===== src/rtl/fpga_operand_loader_if.sv =====
// ============================================================================
// Module      : fpga_operand_loader_if
// Description : Front-panel switch/key inputs and ALU operand/opcode outputs.
// Revision    : 1.0 - initial release
// ============================================================================
`default_nettype none

interface fpga_operand_loader_if;
  logic [17:0] sw;
  logic [3:0]  key;
  logic [31:0] port_a;
  logic [31:0] port_b;
  logic [3:0]  opcode;
  logic        op_valid;
  logic [1:0]  entry_state;

  modport master (
    input  sw, key,
    output port_a, port_b, opcode, op_valid, entry_state
  );

  modport slave (
    output sw, key,
    input  port_a, port_b, opcode, op_valid, entry_state
  );
endinterface

`default_nettype wire


===== src/rtl/fpga_operand_loader.sv =====
// ============================================================================
// Module      : fpga_operand_loader
// Description : Debounces front-panel keys and steps an A -> B -> opcode ->
//               result entry FSM that drives ALU operands from the switches.
// Revision    : 1.0 - initial release
// ============================================================================
`default_nettype none

module fpga_operand_loader #(
  parameter int DEBOUNCE_CYCLES = 250000,
  parameter int CNT_W           = 18
) (
  input  logic                   clk,
  input  logic                   rst_n,
  fpga_operand_loader_if.master  bus
);

  localparam logic [CNT_W-1:0] c_cnt_max = CNT_W'(DEBOUNCE_CYCLES - 1);

  typedef enum logic [1:0] {
    S_LOAD_A  = 2'd0,
    S_LOAD_B  = 2'd1,
    S_LOAD_OP = 2'd2,
    S_RESULT  = 2'd3
  } state_t;

  logic [3:0] w_press;
  logic [1:0] r_settle;

  // Keys may only produce events once the synchronisers hold real samples.
  always_ff @(posedge clk or negedge rst_n) begin
    if (!rst_n) r_settle <= 2'b00;
    else        r_settle <= {r_settle[0], 1'b1};
  end

  for (genvar gi = 0; gi < 4; gi++) begin : g_key
    logic             r_sync1;
    logic             r_sync2;
    logic             r_db;
    logic             r_db_q;
    logic             r_armed;
    logic [CNT_W-1:0] r_cnt;

    always_ff @(posedge clk or negedge rst_n) begin
      if (!rst_n) begin
        r_sync1 <= 1'b1;
        r_sync2 <= 1'b1;
        r_db    <= 1'b1;
        r_db_q  <= 1'b1;
        r_armed <= 1'b0;
        r_cnt   <= '0;
      end else begin
        r_sync1 <= bus.key[gi];
        r_sync2 <= r_sync1;
        r_db_q  <= r_db;
        if (r_sync2 == r_db) begin
          r_cnt <= '0;
        end else if (r_cnt == c_cnt_max) begin
          r_db  <= r_sync2;
          r_cnt <= '0;
        end else begin
          r_cnt <= r_cnt + 1'b1;
        end
        // A key held through reset release must be seen released before it counts.
        if (r_settle[1] && r_db && r_sync2) r_armed <= 1'b1;
      end
    end

    assign w_press[gi] = r_armed & r_db_q & ~r_db;
  end

  logic w_unused_key2;
  assign w_unused_key2 = w_press[2];

  logic w_load;
  logic w_clr;
  logic w_back;
  assign w_load = w_press[0];
  assign w_clr  = w_press[1];
  assign w_back = w_press[3];

  logic [31:0] w_sw_ext;
  assign w_sw_ext = {{16{bus.sw[16]}}, bus.sw[15:0]};

  state_t      r_state;
  logic [31:0] r_port_a;
  logic [31:0] r_port_b;
  logic [3:0]  r_opcode;
  logic        r_op_valid;
  logic        r_hi_a;
  logic        r_hi_b;

  state_t      w_state_nxt;
  logic [31:0] w_port_a_nxt;
  logic [31:0] w_port_b_nxt;
  logic [3:0]  w_opcode_nxt;
  logic        w_op_valid_nxt;
  logic        w_hi_a_nxt;
  logic        w_hi_b_nxt;

  always_ff @(posedge clk or negedge rst_n) begin
    if (!rst_n) begin
      r_state    <= S_LOAD_A;
      r_port_a   <= '0;
      r_port_b   <= '0;
      r_opcode   <= '0;
      r_op_valid <= 1'b0;
      r_hi_a     <= 1'b0;
      r_hi_b     <= 1'b0;
    end else begin
      r_state    <= w_state_nxt;
      r_port_a   <= w_port_a_nxt;
      r_port_b   <= w_port_b_nxt;
      r_opcode   <= w_opcode_nxt;
      r_op_valid <= w_op_valid_nxt;
      r_hi_a     <= w_hi_a_nxt;
      r_hi_b     <= w_hi_b_nxt;
    end
  end

  // Clear beats back beats load; the losing events of that cycle are dropped.
  always_comb begin
    w_state_nxt    = r_state;
    w_port_a_nxt   = r_port_a;
    w_port_b_nxt   = r_port_b;
    w_opcode_nxt   = r_opcode;
    w_op_valid_nxt = r_op_valid;
    w_hi_a_nxt     = r_hi_a;
    w_hi_b_nxt     = r_hi_b;

    if (w_clr) begin
      w_state_nxt    = S_LOAD_A;
      w_port_a_nxt   = '0;
      w_port_b_nxt   = '0;
      w_opcode_nxt   = '0;
      w_op_valid_nxt = 1'b0;
      w_hi_a_nxt     = 1'b0;
      w_hi_b_nxt     = 1'b0;
    end else if (w_back) begin
      case (r_state)
        S_LOAD_B: begin
          w_state_nxt = S_LOAD_A;
          w_hi_a_nxt  = 1'b0;
        end
        S_LOAD_OP: begin
          w_state_nxt = S_LOAD_B;
          w_hi_b_nxt  = 1'b0;
        end
        S_RESULT: begin
          w_state_nxt    = S_LOAD_OP;
          w_op_valid_nxt = 1'b0;
        end
        default: ;
      endcase
    end else if (w_load) begin
      case (r_state)
        S_LOAD_A: begin
          if (bus.sw[17]) begin
            w_port_a_nxt[31:16] = bus.sw[15:0];
            w_hi_a_nxt          = 1'b1;
          end else if (r_hi_a) begin
            w_port_a_nxt[15:0] = bus.sw[15:0];
            w_hi_a_nxt         = 1'b0;
            w_state_nxt        = S_LOAD_B;
          end else begin
            w_port_a_nxt = w_sw_ext;
            w_state_nxt  = S_LOAD_B;
          end
        end
        S_LOAD_B: begin
          if (bus.sw[17]) begin
            w_port_b_nxt[31:16] = bus.sw[15:0];
            w_hi_b_nxt          = 1'b1;
          end else if (r_hi_b) begin
            w_port_b_nxt[15:0] = bus.sw[15:0];
            w_hi_b_nxt         = 1'b0;
            w_state_nxt        = S_LOAD_OP;
          end else begin
            w_port_b_nxt = w_sw_ext;
            w_state_nxt  = S_LOAD_OP;
          end
        end
        S_LOAD_OP: begin
          w_opcode_nxt   = bus.sw[3:0];
          w_op_valid_nxt = 1'b1;
          w_state_nxt    = S_RESULT;
        end
        default: begin
          w_op_valid_nxt = 1'b0;
          w_state_nxt    = S_LOAD_A;
        end
      endcase
    end
  end

  assign bus.port_a      = r_port_a;
  assign bus.port_b      = r_port_b;
  assign bus.opcode      = r_opcode;
  assign bus.op_valid    = r_op_valid;
  assign bus.entry_state = r_state;

endmodule

`default_nettype wire


===== src/flat_wrapper.sv =====
// flat-port wrapper written by rule: the top's interface ports become plain ports
module fpga_operand_loader_flat 
#(
  parameter int DEBOUNCE_CYCLES = 250000,
  parameter int CNT_W           = 18
)
  (clk, rst_n, bus_sw, bus_key, bus_port_a, bus_port_b, bus_opcode, bus_op_valid, bus_entry_state);
  fpga_operand_loader_if bus_i ();
  input  logic clk;
  input  logic rst_n;
  input wire logic [$bits(bus_i.sw)-1:0] bus_sw;
  input wire logic [$bits(bus_i.key)-1:0] bus_key;
  output wire logic [$bits(bus_i.port_a)-1:0] bus_port_a;
  output wire logic [$bits(bus_i.port_b)-1:0] bus_port_b;
  output wire logic [$bits(bus_i.opcode)-1:0] bus_opcode;
  output wire logic [$bits(bus_i.op_valid)-1:0] bus_op_valid;
  output wire logic [$bits(bus_i.entry_state)-1:0] bus_entry_state;
  assign bus_i.sw = bus_sw;
  assign bus_i.key = bus_key;
  assign bus_port_a = bus_i.port_a;
  assign bus_port_b = bus_i.port_b;
  assign bus_opcode = bus_i.opcode;
  assign bus_op_valid = bus_i.op_valid;
  assign bus_entry_state = bus_i.entry_state;
  fpga_operand_loader #(.DEBOUNCE_CYCLES(DEBOUNCE_CYCLES), .CNT_W(CNT_W)) u_core (.clk(clk), .rst_n(rst_n), .bus(bus_i));
endmodule

===== config.mk =====
export PLATFORM = sky130hd
export DESIGN_NAME = fpga_operand_loader_flat
export DESIGN_NICKNAME = d
export VERILOG_FILES = /design/src/rtl/fpga_operand_loader_if.sv /design/src/rtl/fpga_operand_loader.sv /design/src/flat_wrapper.sv
export SDC_FILE = /design/constraint.sdc
export NUM_CORES = 1
export LEC_CHECK = 0
export ABC_CLOCK_PERIOD_IN_PS = 2850
export BUFFER_PORTS_ARGS = -buffer_cell sky130_fd_sc_hd__buf_2
export CORE_MARGIN = 3
export CORE_UTILIZATION = 55
export DETAILED_ROUTE_END_ITERATION = 10
export HOLD_SLACK_MARGIN = 0.02
export PLACE_DENSITY = 0.77
export SLEW_MARGIN = 20
export SYNTH_ARGS = -nofsm -noshare
export SYNTH_HDL_FRONTEND = slang
export SYNTH_SLANG_ARGS = --single-unit

===== constraint.sdc =====
create_clock -name clk -period 2.85 [get_ports clk]
set_clock_uncertainty 0.2 [all_clocks]
set_input_delay 0.285 -clock clk [delete_from_list [all_inputs] [get_ports clk]]
set_output_delay 0.285 -clock clk [all_outputs]
set_load 0.03 [all_outputs]

== After elaboration in Yosys (flattened, before gate mapping) ==
Index checks and enable logic that the tools add are counted.

* Register bits: 144
* Input port bits: 24
* Output and inout bits: 71

* Add/sub/neg operators: 3
* Equal/unequal tests: 20
* Mux-type cells: 46
* Bitwise operators: 12
* Reductions and logical operators: 27

{| class="wikitable"
|+ Operator list
! operator !! count
|-
| 2-to-1 mux 32 bit || 8
|-
| 2-to-1 mux 18 bit || 6
|-
| 2-to-1 mux 16 bit || 5
|-
| adder 18 x 1 -> 18 bit, second input constant || 3
|-
| == test 18 bit, second input constant || 3
|-
| AND reduction 4 bit || 5
|-
| 2-to-1 mux 4 bit || 4
|-
| 2-to-1 mux 1 bit || 15
|-
| inequality test 3 x 2 -> 1 bit, second input constant || 5
|-
| one-hot mux 2 bit (3 select lines) || 2
|-
| AND reduction 3 bit || 4
|-
| 2-to-1 mux 2 bit || 5
|-
| nonzero test 3 bit || 3
|-
| inequality test 4 x 2 -> 1 bit, second input constant || 2
|-
| nonzero test 2 bit || 4
|-
| AND 1 bit || 6
|-
| logical AND 1 bit || 6
|-
| NOT 1 bit || 6
|-
| AND reduction 2 bit || 3
|-
| inequality test 5 x 4 -> 1 bit, second input constant || 1
|-
| == test 2 bit, second input constant || 2
|-
| inequality test 2 x 1 -> 1 bit, second input constant || 2
|-
| == test 1 bit || 3
|-
| inequality test 3 x 1 -> 1 bit, second input constant || 1
|-
| other kinds (4) || 4
|}

== Logic depth before layout (Yosys ltp) ==
Gate-level depths: netlist (run 1).

* Depth after elaboration: 6
* Mapped depth: 8

== Least setup slack after synthesis (run 1) ==
Ideal clock, no wire load.

* Kind: reg-to-reg
* Start: register u_core.r_state[0] (netlist: u_core.bus.entry_state[0])
* End: register u_core.r_port_a[6] (netlist: u_core.bus.port_a[6])
* Library setup time: 0.136 ns
* Data arrival time: 1.858 ns
* Data required time: 2.514 ns
* Setup slack: 0.656 ns
* Stages on the path, launching flop included: 9
* Buffers on the path: 2
* Period minus slack after synthesis: 2.194 ns
* Cells stage by stage: dfrtp_1 > inv_1 > ha_1 > nand4b_1 > or3_1 > clkbuf_1 > clkbuf_1 > nand2_1 > a21oi_1

* Longest elaborated chain between the ends: 3

{| class="wikitable"
|+ Ends and longest elaborated chain
! element !! RTL line !! RTL
|-
| start, declared || fpga_operand_loader.sv:85 || <nowiki>state_t r_state;</nowiki>
|-
| start signal, assigned || fpga_operand_loader.sv:111 || <nowiki>r_state <= w_state_nxt;</nowiki>
|-
| logical NOT 2 bit || fpga_operand_loader.sv:156 || <nowiki>case (r_state)</nowiki>
|-
| nonzero test 2 bit (no line) || -- ||
|-
| AND reduction 4 bit (no line) || -- ||
|-
| end signal, assigned || fpga_operand_loader.sv:112 || <nowiki>r_port_a <= w_port_a_nxt;</nowiki>
|-
| end, declared || fpga_operand_loader.sv:86 || <nowiki>logic [31:0] r_port_a;</nowiki>
|}

No other way between the ends.
A chain may end at the register's enable or synchronous reset.

== Final worst setup path (run 1) ==
* Start: register u_core.r_state[1] (netlist: u_core.bus.entry_state[1])
* End: register u_core.r_port_b[5] (netlist: u_core.bus.port_b[5])

* Longest elaborated chain between the ends: 3

{| class="wikitable"
|+ Ends and longest elaborated chain
! element !! RTL line !! RTL
|-
| == test 2 x 1 -> 1 bit || fpga_operand_loader.sv:156 ||
|-
| nonzero test 2 bit (no line) || -- ||
|-
| AND reduction 4 bit (no line) || -- ||
|-
| end signal, assigned || fpga_operand_loader.sv:113 || <nowiki>r_port_b <= w_port_b_nxt;</nowiki>
|-
| end, declared || fpga_operand_loader.sv:87 || <nowiki>logic [31:0] r_port_b;</nowiki>
|}

No other way between the ends.

==> results_dict.tcl, run 1 <==
set metrics [dict create \
    numCtsBuffers 17 \
    r2r_end "u_core.bus.port_b[5]" \
    p_comb_share_pct 8.3 \
    finalWorstSetupSlack_ns 0.508 \
    ios 95 \
    area_delta_synth_final_pct 23.8 \
    grt_antenna_before_repair 0 \
    avgRoutedWirePerCell_um 16.9 \
    placement.io_buffers 93 \
    fp.dieW_um 114 \
    p_leak_nw 3.49 \
    wirelength_um 15300 \
    die_area_sq_um 13000 \
    cp-endpoint "u_core.bus.port_b[5]" \
    dp_slack_ns 0.572 \
    grt.overflow.total 0 \
    drv_slew 0 \
    slowest_stage "or3_1" \
    root_buffer "clkbuf_16" \
    topRoutingLayerUsed "met4" \
    rr_worst_depth 6 \
    fin_crit_ns 2.34 \
    synth_top_family_by_area "simple AND/OR/NAND/NOR gates" \
    netlist_area_sq_um 6440 \
    worst-r2r-setup-slack_ns 0.51 \
    ant_nets 0 \
    wl_met3_um 971 \
    grt_pass1_vias 5119 \
    worst_setup_path_end_kind "flop" \
    synth_xor_area_share_pct 6.40 \
    crit_chain "inv_1 > ha_1 > nand4b_1 > or3_1 > nand2_1 > a21oi_1" \
    powerDensity_nw_per_um2 644 \
    wl_met2_um 7500 \
    setup_viol 0 \
    clkSinkCount 144 \
    cp_top_family "simple AND/OR/NAND/NOR gates" \
    synthDistinctLibCells 40 \
    async_flop_share_pct 100 \
    synthAdderAreaFrac_pct 1.56 \
    num_rows 38 \
    cts_buffer_depth 2 \
    m1WireLength_um 6370 \
    cp-start-kind "flop" \
    start_util_pct 57.8 \
    cts_resized 0 \
    die_h_um 114 \
    drt_first_pass_iters 6 \
    p_clk_share_pct 49.3 \
    cp_max_fo 16 \
    fillers 793 \
    hold_class "flop to flop" \
    synth-edff-count 0 \
    setup.worst_path.start "u_core.bus.entry_state[1]" \
    cap_violations 0 \
    layout_worst_path_cycle_share_pct 82.2 \
    final_cell_mix "132 x dfrtp_1, 97 x nor2_1, 92 x buf_2" \
    drt_iter0_markers 495 \
    synth_compound_area_share_pct 10.8 \
    grt_pass1_wl_um 25500 \
    ys_seq_area_share_pct 56.2 \
    clk_latency_ns 0.42 \
    drc 0 \
    timing.critical_path.required_ns 2.92 \
    p_int_w 0.00396 \
    cp.arrival_ns 2.41 \
    hold_viol 0 \
    hold_start "u_core.g_key[3].r_sync1" \
    cts.clk_slew.worst_paths_ns 0.06 \
    yosys_most_used_dff "dfrtp_1" \
    rsz0062_at_grt "no" \
    rr_startpoint "u_core.bus.entry_state[1]" \
    syn_avg_cell_area_sq_um 10.1 \
    cts_tree "yes" \
    tightest_slew_ns 0.715 \
    track_usage_pct 24.8 \
    grt_max_degree 71 \
    crit_path_max_incr_delay_ns 0.65 \
    synthCells 635 \
    critPathKind "flop to flop" \
    mostFrequentLayoutCell "dfrtp_1" \
    drive_above_1_share_pct 22.3 \
    synthSimpleGateAreaFrac_pct 20.5 \
    core_sq_um 11100 \
    fmax_mhz 427 \
    critical_path_depth 6 \
    vias 5268 \
    viasPerCell 5.83 \
    status "finished, final reports clean" \
    synth_nets 667 \
    gp_congestion 0.894 \
    tns_ns 0 \
    dpl.hpwl_um 9800 \
    ys_warn_count 0 \
    pwr-share-seq_pct 42.4 \
    power_switching_w 0.00117 \
    htreeDepth 4 \
    sw_frac_of_total_pct 22.9 \
    post_cts_buffers 0 \
    max_slew_margin_pct 52.4 \
    synth-seq-cells 144 \
    synth.mux.area_fraction_pct 1.50 \
    vdd_ir_drop_max_v 0.000528 \
    path_buf_inv 1 \
    antenna_cells 0 \
    nets 783 \
]
## timing repair
action	CTS	global route
endpoints found under the hold margin	91	0
setup endpoints to repair	0	0
hold buffers	20	0
## layout make-up
type	count	area, sq um	area share (%)
flip-flops and latches	144	3620	45.4
multi-input cells	446	2650	33.3
repair buffers	125	774	9.72
clock buffers	24	512	6.42
well taps	140	175	2.20
clock inverters	8	173	2.17
inverters	17	63.8	0.801
## through the flow
stage,instance area (sq um),hold WS [ns],total power [W],util (%),std cells
3_5_place_dp,7080,0.0729,0.00261,63.6,852
6_report,7970,0.154,0.00513,71.6,904
3_3_place_gp,7080,0.0674,0.00260,63.6,852
2_1_floorplan,6440,-0.211,0.00244,-,635
4_1_cts,7960,0.160,0.00517,71.6,904
5_1_grt,7970,0.161,0.00530,71.6,904
## power groups by stage
| stage | logic, W | registers (W) | clock network [W] |
|---|---|---|---|
| 6_report | 0.000426 | 0.00218 | 0.00253 |
| 4_1_cts | 0.000427 | 0.00218 | 0.00257 |
| 3_3_place_gp | 0.000394 | 0.00221 | 0 |
| 3_5_place_dp | 0.000402 | 0.00221 | 0 |
| 5_1_grt | 0.000463 | 0.00218 | 0.00266 |
| 2_1_floorplan | 0.000111 | 0.00233 | 0 |
## worst register-to-register path, stage by stage (launching register included)
cell and delay, ns:
dfrtp_1 0.44, inv_1 0.12, ha_1 0.25, nand4b_1 0.28, or3_1 0.65, nand2_1 0.17
a21oi_1 0.08
## registers in the layout, summed over array words and instances, names as in the netlist
| signal | cells |
|---|---|
| u_core.r_hi_b | 1 |
| u_core.g_key.r_db_q | 3 |
| u_core.g_key.r_sync1 | 3 |
| u_core.bus.entry_state | 2 |
| u_core.r_settle | 2 |
| u_core.bus.opcode | 4 |
| u_core.g_key.r_sync2 | 3 |
| u_core.bus.op_valid | 1 |
| u_core.bus.port_a | 32 |
| u_core.g_key.r_db | 3 |
| u_core.r_hi_a | 1 |
| u_core.g_key.r_cnt | 54 |
| u_core.g_key.r_armed | 3 |
| u_core.bus.port_b | 32 |
## worst min path at each step
stage	endpoint	slack (ns)	cells past startpoint
2_1_floorplan	u_core.bus.entry_state[0]	-0.21	0
3_3_place_gp	u_core.g_key[0].r_cnt[7]	0.07	1
3_5_place_dp	u_core.g_key[0].r_cnt[7]	0.07	1
4_1_cts	u_core.g_key[0].r_sync2	0.16	0
5_1_grt	u_core.g_key[3].r_sync2	0.16	0
6_report	u_core.g_key[3].r_sync2	0.15	0
## synth_stat cells, types with 2 or more instances
cell type  count  area (sq um)
or3_1          6          37.5
a31o_2         3          26.3
nor2_1        98           368
nor4_1        24           150
nand2_1       81           304
and3b_1        2          17.5
mux2i_1        4          40.0
xnor2_1       41           359
nor3_1        11          55.1
nand3b_1       3          22.5
ha_1           8           100
a21oi_1       57           285
clkbuf_1      17          63.8
nor2b_1        3          18.8
nand4_1       15          93.8
dfrtp_1      132          3300
dfstp_2       12           315
o211ai_1       2          15.0
o21ai_0        4          20.0
o41ai_4        3          82.6
xor2_1         6          52.6
inv_1         17          63.8
a211oi_1      33           248
nand3_1       20           100
mux2_2         5          56.3
nand4b_1       2          17.5
nor3_2         4          40.0
buf_2          8          40.0
nand4_4        2          42.5
or4_1          2          15.0
## layer usage
metal / up-vias / global-route usage [%]
met2: 201 / 39.7
li1: 2440 / -
met1: 2580 / 32.6
met3: 47 / 5.60
met5: - / 0
met4: 0 / 10.7
## kinds of logic (layout without fill, tap and decap cells)
logic type | count (synthesis) | in the layout
AND/OR/NAND/NOR | 277 | 277
flip-flops | 144 | 144
AO/OA/AOI/OAI | 104 | 104
XOR/XNOR | 47 | 47
buffers and inverters | 45 | 174
multiplexers | 9 | 9
adder cells (fa/ha/maj) | 8 | 8
other | 1 | 1
No activity file was read; power rests on OpenSTA's default activity.
==> run 2: changes to the inputs <==
--- a/config.mk
+++ b/config.mk
@@ -5,13 +5,14 @@
 export SDC_FILE = /design/constraint.sdc
 export NUM_CORES = 1
 export LEC_CHECK = 0
-export ABC_CLOCK_PERIOD_IN_PS = 2850
+export ABC_AREA = 1
+export ABC_CLOCK_PERIOD_IN_PS = 1900
 export BUFFER_PORTS_ARGS = -buffer_cell sky130_fd_sc_hd__buf_2
 export CORE_MARGIN = 3
-export CORE_UTILIZATION = 55
+export CORE_UTILIZATION = 52
 export DETAILED_ROUTE_END_ITERATION = 10
 export HOLD_SLACK_MARGIN = 0.02
-export PLACE_DENSITY = 0.77
+export PLACE_DENSITY = 0.76
 export SLEW_MARGIN = 20
 export SYNTH_ARGS = -nofsm -noshare
 export SYNTH_HDL_FRONTEND = slang
==> constraint.sdc (replaced) <==
create_clock -name clk -period 1.9 [get_ports clk]
set_clock_uncertainty 0.2 [all_clocks]
set_input_delay 0.19 -clock clk [delete_from_list [all_inputs] [get_ports clk]]
set_output_delay 0.19 -clock clk [all_outputs]
set_load 0.03 [all_outputs]
==> run 2 against run 1 <==
  * Via count is 7.6% higher
  * Count of clock-buffer cells in the layout is 4 lower
  * Area after synthesis rose by 2.8%
  * Die area up 8.3%
  * Combinational power down 39%
  * Clock power increased by 50%
  * Critical path depth grew 1
  * Global-route usage is 2.7 points lower
  * Non-clock buffer count rose by 11
  * Sequential share of layout area down 1.9 points
==> results_dict.tcl, run 2 <==
set metrics [dict create \
    crit_path_max_incr_delay_ns 0.57 \
    yosys_most_used_dff "dfrtp_1" \
    cp_max_fo 32 \
    antenna_cells 0 \
    cts_buffer_depth 2 \
    tns_ns 0 \
    viasPerCell 5.13 \
    cp-start-kind "flop" \
    num_rows 40 \
    synthSimpleGateAreaFrac_pct 25.9 \
    area_delta_synth_final_pct 25.7 \
    syn_avg_cell_area_sq_um 8.40 \
    ios 95 \
    slowest_stage "dfstp_2" \
    netlist_area_sq_um 6620 \
    track_usage_pct 22.1 \
    grt_pass1_vias 5264 \
    core_sq_um 12200 \
    async_flop_share_pct 100 \
    synthAdderAreaFrac_pct 1.51 \
    synth_top_cell_area_share_pct 49.9 \
    worst_setup_path_end_kind "flop" \
    critPathKind "flop to flop" \
    setup_viol 0 \
    p_leak_nw 4.03 \
    cts_tree "yes" \
    grt.overflow.total 0 \
    synth_top_cell_by_area "dfrtp_1" \
    finalWorstSetupSlack_ns 0.129 \
    drt_iter0_markers 619 \
    ys_seq_area_share_pct 54.7 \
    cts.clk_slew.worst_paths_ns 0.06 \
    numCtsBuffers 17 \
    htreeDepth 4 \
    dpl.hpwl_um 10500 \
    multiInputGateArea_sq_um 2680 \
    synth.mux.area_fraction_pct 0 \
    fp.dieW_um 119 \
    synth_compound_area_share_pct 9.36 \
    nets 956 \
    root_buffer "clkbuf_16" \
    largest-register "u_core.g_key.r_cnt" \
    vdd_ir_drop_max_v 0.000640 \
    hold_viol 0 \
    crit_chain "inv_1 > nand3_4 > o21ai_4 > nand2_2 > buf_4 > nand2_1 > o21ai_1" \
    clkSinkCount 144 \
    drt_first_pass_iters 5 \
    fin_crit_ns 1.77 \
    synthDistinctLibCells 36 \
    regArea_sq_um 3620 \
    fillers 1001 \
    rsz0062_at_grt "no" \
    largest_reg_flops 54 \
    synth-edff-count 0 \
    die_h_um 119 \
    cp.arrival_ns 1.91 \
    grt_max_degree 52 \
    start_util_pct 54.2 \
    timing.critical_path.required_ns 2.04 \
    ant_nets 0 \
    drv_slew 0 \
    grt_pass1_wl_um 25100 \
    vias 5669 \
    synthCells 788 \
    ys_top_cells_by_count "201 x nand2_1, 138 x nor2_1, 132 x dfrtp_1" \
    synth_top_family_by_area "simple AND/OR/NAND/NOR gates" \
    status "finished, final reports clean" \
    clk_latency_ns 0.42 \
    synth_nets 820 \
    placement.io_buffers 93 \
    synth.area.top_cells "dfrtp_1 50%, nand2_1 11%, nor2_1 7.8%" \
    ys_warn_count 0 \
    powerDensity_nw_per_um2 862 \
    final_cell_mix "201 x nand2_1, 133 x nor2_1, 131 x dfrtp_1" \
    gp_congestion 0.885 \
    drive_above_1_share_pct 19.6 \
    dp_slack_ns 0.103 \
    drc 0 \
    mostFrequentLayoutCell "nand2_1" \
    synth_xor_area_share_pct 3.18 \
    avgRoutedWirePerCell_um 13.8 \
    hold_class "input pin to flop" \
    grt_antenna_before_repair 0 \
    fmax_mhz 565 \
    yosysMostFrequentCell "nand2_1" \
    die_area_sq_um 14100 \
    cap_violations 0 \
    synth-seq-cells 144 \
    layout_worst_path_cycle_share_pct 93.2 \
    wirelength_um 15300 \
]
[run 2: final timing paths]
| check | startpoint | end | slack (ns) | depth (start not counted) |
|---|---|---|---|---|
| max | u_core.g_key[1].r_db | u_core.bus.port_b[8] | 0.13 | 7 |
| min | bus_sw[17] | u_core.r_hi_a | 0.04 | 5 |
| max reg2reg | u_core.g_key[1].r_db | u_core.bus.port_b[8] | 0.13 | 7 |
| min reg2reg | u_core.r_settle[0] | u_core.r_settle[1] | 0.15 | 0 |
| max in group asynchronous | rst_n | u_core.g_key[0].r_db_q | 0.79 | 3 |
| min in group asynchronous | rst_n | u_core.g_key[1].r_cnt[0] | 0.10 | 2 |
[run 2: final cells by class]
cell class              count  share of cell area, %
clock inverters            12                   2.78
multi-input cells         563                   32.2
well taps                 168                   2.53
inverters                  62                   2.80
clock buffers              20                   5.49
flip-flops and latches    144                   43.5
repair buffers            136                   10.7
[run 2: critical path: cells and delay by family (launching register included)]
kind | cells | cell delay, ns
AO/OA/AOI/OAI | 2 | 0.21
AND/OR/NAND/NOR | 3 | 0.30
buffers and inverters | 2 | 0.40
flip-flops | 1 | 0.57
[run 2: kinds of logic (layout without fill, tap and decap cells)]
family | after synthesis | count (layout)
AND/OR/NAND/NOR | 418 | 418
flip-flops | 144 | 144
AO/OA/AOI/OAI | 112 | 112
buffers and inverters | 81 | 230
XOR/XNOR | 24 | 24
adder cells (fa/ha/maj) | 8 | 8
other | 1 | 1
[run 2: where the power goes]
group	total, W	internal (W)	leakage, nW	switching, W
clock network	0.00380	0.00254	0.331	0.00125
registers	0.00311	0.00310	1.92	0.0000158
logic	0.000260	0.0000938	1.78	0.000166
[run 2: repair_timing]
item / CTS / global route
buffers inserted: 0 / 1
setup endpoints to repair: 0 / 35
hold buffers: 18 / 0
hold endpoints to repair: 189 / 0
gates resized for setup: 0 / 11
[run 2: metal layers]
layer	wire length, um	vias to the layer above	track usage (%)
met4	383	0	9.85
met2	7440	212	36.0
met5	0	-	0
met1	6560	2614	29.1
li1	-	2810	-
met3	884	33	3.99
[run 2: metrics by stage]
| step | hold slack, ns | util, % | power, W | cell area, sq um | cells |
|---|---|---|---|---|---|
| floorplan | -0.306 | - | 0.00326 | 6620 | 788 |
| global placement | -0.0325 | 60.7 | 0.00340 | 7410 | 1054 |
| detailed placement | -0.0310 | 60.7 | 0.00340 | 7410 | 1054 |
| CTS | 0.0283 | 67.8 | 0.00723 | 8280 | 1104 |
| global route | 0.0601 | 68.1 | 0.00741 | 8320 | 1105 |
| finish | 0.0435 | 68.1 | 0.00717 | 8320 | 1105 |
